File: src/rtl/mmu_dm_arbiter.sv
// mmu_dm_arbiter: shares the mmu data port between the CPU (port 0) and the debug/loader master (port 1).
module mmu_dm_arbiter #(
  parameter int POLICY     = 1,
  parameter int MAX_STREAK = 4
) (
  input  logic        clk_i,
  input  logic        resetb_i,
  input  logic        req0_i,
  input  logic        req1_i,
  input  logic        we0_i,
  input  logic        we1_i,
  input  logic [31:0] addr0_i,
  input  logic [31:0] addr1_i,
  input  logic [31:0] di0_i,
  input  logic [31:0] di1_i,
  input  logic [3:0]  be0_i,
  input  logic [3:0]  be1_i,
  input  logic        sgn0_i,
  input  logic        sgn1_i,
  input  logic        lock0_i,
  input  logic        lock1_i,
  output logic        gnt0_o,
  output logic        gnt1_o,
  output logic        rvalid0_o,
  output logic        rvalid1_o,
  output logic [31:0] rdata0_o,
  output logic [31:0] rdata1_o,
  output logic        dm_we_o,
  output logic [31:0] dm_addr_o,
  output logic [31:0] dm_di_o,
  output logic [3:0]  dm_be_o,
  output logic        is_signed_o,
  input  logic [31:0] dm_do_i
);
  localparam logic [3:0] MAX_S = 4'(MAX_STREAK);
  logic       last_win_q, last_win_d;
  logic [3:0] streak_q, streak_d;
  logic       lock_vld_q, lock_vld_d, lock_own_q, lock_own_d;
  logic       rd_vld_q, rd_vld_d, rd_tag_q, rd_tag_d;
  logic       lock_hit, win, gnt_any;
  always_comb begin
    lock_hit    = lock_vld_q & (lock_own_q ? req1_i : req0_i);
    // win selects port 1; with no request it stays 0 so the mux idles on port 0
    win         = lock_hit ? lock_own_q :
                  !(req0_i & req1_i) ? req1_i :
                  (POLICY == 0) ? ~last_win_q : (streak_q == MAX_S);
    gnt_any     = resetb_i & (req0_i | req1_i);
    gnt0_o      = gnt_any & ~win;
    gnt1_o      = gnt_any & win;
    dm_we_o     = win ? (we1_i & gnt1_o) : (we0_i & gnt0_o);
    dm_addr_o   = win ? addr1_i : addr0_i;
    dm_di_o     = win ? di1_i : di0_i;
    dm_be_o     = win ? be1_i : be0_i;
    is_signed_o = win ? sgn1_i : sgn0_i;
    last_win_d  = gnt_any ? win : last_win_q;
    streak_d    = (gnt0_o & req1_i) ? ((streak_q == MAX_S) ? streak_q : streak_q + 4'd1) : 4'd0;
    lock_vld_d  = gnt_any & (win ? lock1_i : lock0_i);
    lock_own_d  = win;
    rd_vld_d    = gnt_any & ~(win ? we1_i : we0_i);
    rd_tag_d    = win;
    rvalid0_o   = resetb_i & rd_vld_q & ~rd_tag_q;
    rvalid1_o   = resetb_i & rd_vld_q & rd_tag_q;
    rdata0_o    = rvalid0_o ? dm_do_i : 32'd0;
    rdata1_o    = rvalid1_o ? dm_do_i : 32'd0;
  end
  always_ff @(posedge clk_i) begin
    if (!resetb_i) begin
      last_win_q <= 1'b1;
      streak_q   <= 4'd0;
      lock_vld_q <= 1'b0;
      lock_own_q <= 1'b0;
      rd_vld_q   <= 1'b0;
      rd_tag_q   <= 1'b0;
    end else begin
      last_win_q <= last_win_d;
      streak_q   <= streak_d;
      lock_vld_q <= lock_vld_d;
      lock_own_q <= lock_own_d;
      rd_vld_q   <= rd_vld_d;
      rd_tag_q   <= rd_tag_d;
    end
  end
endmodule
File: config.mk
export PLATFORM = sky130hd
export DESIGN_NAME = mmu_dm_arbiter
export DESIGN_NICKNAME = d
export VERILOG_FILES = /design/src/rtl/mmu_dm_arbiter.sv
export SDC_FILE = /design/constraint.sdc
export NUM_CORES = 1
export LEC_CHECK = 0
export CAP_MARGIN = 30
export CORE_AREA = 2 2 122 124
export DETAILED_ROUTE_END_ITERATION = 16
export DIE_AREA = 0 0 124 126
export GPL_TIMING_DRIVEN = 0
export PLACE_DENSITY_LB_ADDON = 0.08
export SYNTH_ARGS = -nofsm -noshare
export SYNTH_HDL_FRONTEND = slang
export SYNTH_SLANG_ARGS = --single-unit
File: constraint.sdc
create_clock -name clk_i -period 2.7 [get_ports clk_i]
set_input_delay 0.54 -clock clk_i [delete_from_list [all_inputs] [get_ports clk_i]]
set_output_delay 0.54 -clock clk_i [all_outputs]
set_load 0.01 [all_outputs]
==> impl_results.md, run 1 <==
* Share of layout cells above drive strength 1 at 0.2931
* Ranking of synthesized cells by area: mux2_2, and2_1, mux2_4, dfxtp_1, buf_4
* CP arrival at 2.11 ns
* Worst reg2reg startpoint: streak_q[1]$_SDFFE_PN0P_
* Worst Hold End: rd_tag_q$_SDFF_PN0_
* Cts bufs inserted at 3
* Worst-path cell chain: inv_1 > ha_4 > and4bb_4 > o21ai_4 > buf_12 > buf_6 > clkbuf_16 > mux2_2 > clkdlybuf4s15_2
* Max Cap Viol at 0
* DP HPWL at between 10000 and 15000 um
* Post-Route WL at ~13000 um
* WP data required at 2.16 ns
* Yosys cell types at 31
* Clk Latency, worst-skew pair at around 0.23 ns
* Period utilization at 0.9816
* GRT Total Usage at 0.1465
* RSZ-0062 raised after global routing: yes
* Worst hold slack at about 0.56 ns
* Die Wd at about 120 um
* Leak at 0.003013 uW
* Worst Setup Path Type: flop to output port
* Worst vdd ir at roughly 0.12 mV
* Yosys warns at 0
* Initial core utilization at 0.1218
* Drt via density at a little under 4
* Slowest stage delay, CP at between 0.3 and 0.4 ns
* Post-synth top area share at 0.3812
* Row cnt at 44
* Synth Instances at between 150 and 200
* Clock skew at 0.001216 ns
* WL/cell at roughly 18 um
* Final GP Congestion at between 0.8 and 0.9
* Die ar. at around 16000 um^2
* Final instance area at between 5000 and 6000 um^2
* CTS root buf: clkbuf_16
* Asr flop ratio synth at 0
* Min-delay worst type: primary input to flop
* F_max at roughly 0.38 GHz
* Most frequent cells after synthesis: and2_1, mux2_2, mux2_4, clkbuf_1, dfxtp_1
* Startpoint types: flop
* Placed Area at slightly above 5000 um^2
* Clk sinks at 7
* Hold path startpoint: req0_i
* RR Endpoint: rd_vld_q$_SDFF_PN0_
* Chip height at approximately 130 um
* Via count at around 2800
* Hold depth at 2
* Total grt overflow at 0
* Inserted Diodes at 0
* Post-synth EDFFs at 0
* Vias in the first global route at about 2600
* Crit-path max FO at 5
* Setup slack after layout at about 0.05 ns
* Final setup fails at 0
* CTS tree: built
* Setup TNS Final at 0 ns
* Max Root-Sink Buffers at 2
* Sequential area share after synthesis at 0.08040
* Initial DRC count at 43
* Worst path slowest cell: dfxtp_2
* Clock transition at path regs at 0.03 ns
* DP Worst Slack at -0.7728 ns
* Cells after DPL at between 600 and 700
* Layout Cells excl Fill at between 700 and 800
* Hold Buf Count CTS at 0
* Drt first pass iters at 4
* Synthesized Nets at 377
* Most common cell in the netlist: and2_1
* FF+latch count, synth at 7
* CP delay by family, top: buffers and inverters
* Maximum level of the CTS H-tree at 1
* Final critical-path required period at about 2.7 ns
* Worst slew margin relative to its limit at 0.7227
* Reg2Reg Depth at 5
* CP bufs+invs at 5
* Reg2reg setup slack at around 1.2 ns
* Power Density at between 150 and 200 nW/um^2
* Crit end category: output port
* First-pass GRT wire length at around 17000 um
* Largest net degree at the start of global routing at 11
* Area grow syn2layout at 219.1%
* Area leader, netlist: mux2_2
* NumNets Final at approximately 700
* Worst slew pin tran at 0.4160 ns
* Slew Limit Fails at 0
* Final ANT Viol Nets at 0
* Residual DRC at 0
* Top FF cell, synth: dfxtp_1
* Fill count at between 1000 and 1500
* I/O pins at around 320
* Port bufs at ~310
* Antenna violations before repair at 0
* Mapped Area at about 1700 um^2
* Outcome: complete, no violations
* Core area at roughly 14000 um^2
* Synth Area per Inst at around 8.8 um^2
* Final Hold Viols at 0
## cell type report
class | instances | area, um^2 | share of cell area
multi-input cells | 171 | 1535 | 0.2760
plain buffers | 14 | 172.7 | 0.03105
clock buffers | 4 | 78.83 | 0.01417
repair buffers | 340 | 3391 | 0.6097
inverters | 3 | 11.26 | 0.002025
flip-flops and latches | 7 | 142.6 | 0.02565
well taps | 184 | 230.2 | 0.04139
## per-stage QoR
step	util	total power (uW)
4_1_cts	0.3733	1071
6_report	0.3885	1080
5_1_grt	0.3885	1139
2_1_floorplan	-	335.4
3_5_place_dp	0.3574	832.0
3_3_place_gp	0.3574	830.4
## cell families after synthesis
family | Yosys count | share of synthesized area
and+or+nand+nor | 84 | 0.2965
muxes | 71 | 0.4788
buffers and inverters | 19 | 0.06245
AOI/OAI and AO/OA | 12 | 0.05743
DFF | 7 | 0.08040
xor gates and xnor gates | 2 | 0.01005
adders and majority gates | 2 | 0.01436
## per-layer routing
layer,track usage,vias to the layer above,part of all wire
li1,-,1374,-
met2,0.3080,104,0.59
met4,0.01454,0,0.0033
met5,0,-,0
met3,0.02491,4,0.069
met1,0.1500,1303,0.34
## registers in the layout, indices dropped and copies added, names as in the netlist
signal	count
lock_vld_q	1
rd_tag_q	1
rd_vld_q	1
streak_q	4
## timing repair
item | 4_1_cts | 5_1_grt
pin swaps | 2 | 2
gates cloned | 2 | 3
resized for setup | 193 | 100
buffers inserted | 14 | 7
setup endpoints to repair | 134 | 89
## placed cells by master, fill, tap and decap left out, types with 3 or more instances in the layout
cell             synthesis  layout
and2_1                  64      64
buf_12                   0       5
buf_2                    0      11
buf_4                    5      18
buf_6                    1       9
buf_8                    1       3
clkbuf_16                0       6
clkbuf_2                 0      15
clkdlybuf4s15_1          0      26
clkdlybuf4s15_2          0       5
clkdlybuf4s50_1          0     184
dfxtp_1                  7       5
dlygate4sd2_1            0      33
dlymetal6s2s_1           0      37
mux2_2                  59      59
mux2_4                  10      10
nand3_1                  5       5
nor3_1                   3       3
## worst max path at each step
stage	startpoint	endpoint	slack, ns	cells past startpoint
detailed placement	resetb_i	rdata0_o[11]	-0.77	7
CTS	resetb_i	rdata0_o[18]	-0.23	8
global placement	resetb_i	rdata0_o[11]	-0.80	7
finish	streak_q[1]$_SDFFE_PN0P_	dm_be_o[3]	0.05	9
global route	streak_q[1]$_SDFFE_PN0P_	dm_be_o[3]	-0.04	9
floorplan	streak_q[0]$_SDFFE_PN0P_	dm_be_o[0]	0.49	7
## report_power, final
| group | switching [uW] | leakage [uW] | total, uW | internal, uW |
|---|---|---|---|---|
| registers | 3.39 | 0.0000580 | 111 | 108 |
| clock network | 54.9 | 0.0000382 | 251 | 196 |
| logic | 235 | 0.00292 | 717 | 483 |
| total | 293 | 0.00301 | 1080 | 787 |
Note: power is estimated with default switching activity, not from simulation.
==> run 2: changes to the inputs <==
--- a/config.mk
+++ b/config.mk
@@ -5,6 +5,7 @@
 export SDC_FILE = /design/constraint.sdc
 export NUM_CORES = 1
 export LEC_CHECK = 0
+export ABC_CLOCK_PERIOD_IN_PS = 2700
 export CAP_MARGIN = 30
 export CORE_AREA = 2 2 122 124
 export DETAILED_ROUTE_END_ITERATION = 16
==> results of run 2 <==
The final DEF is identical to that of run 1; final timing and power are the same.
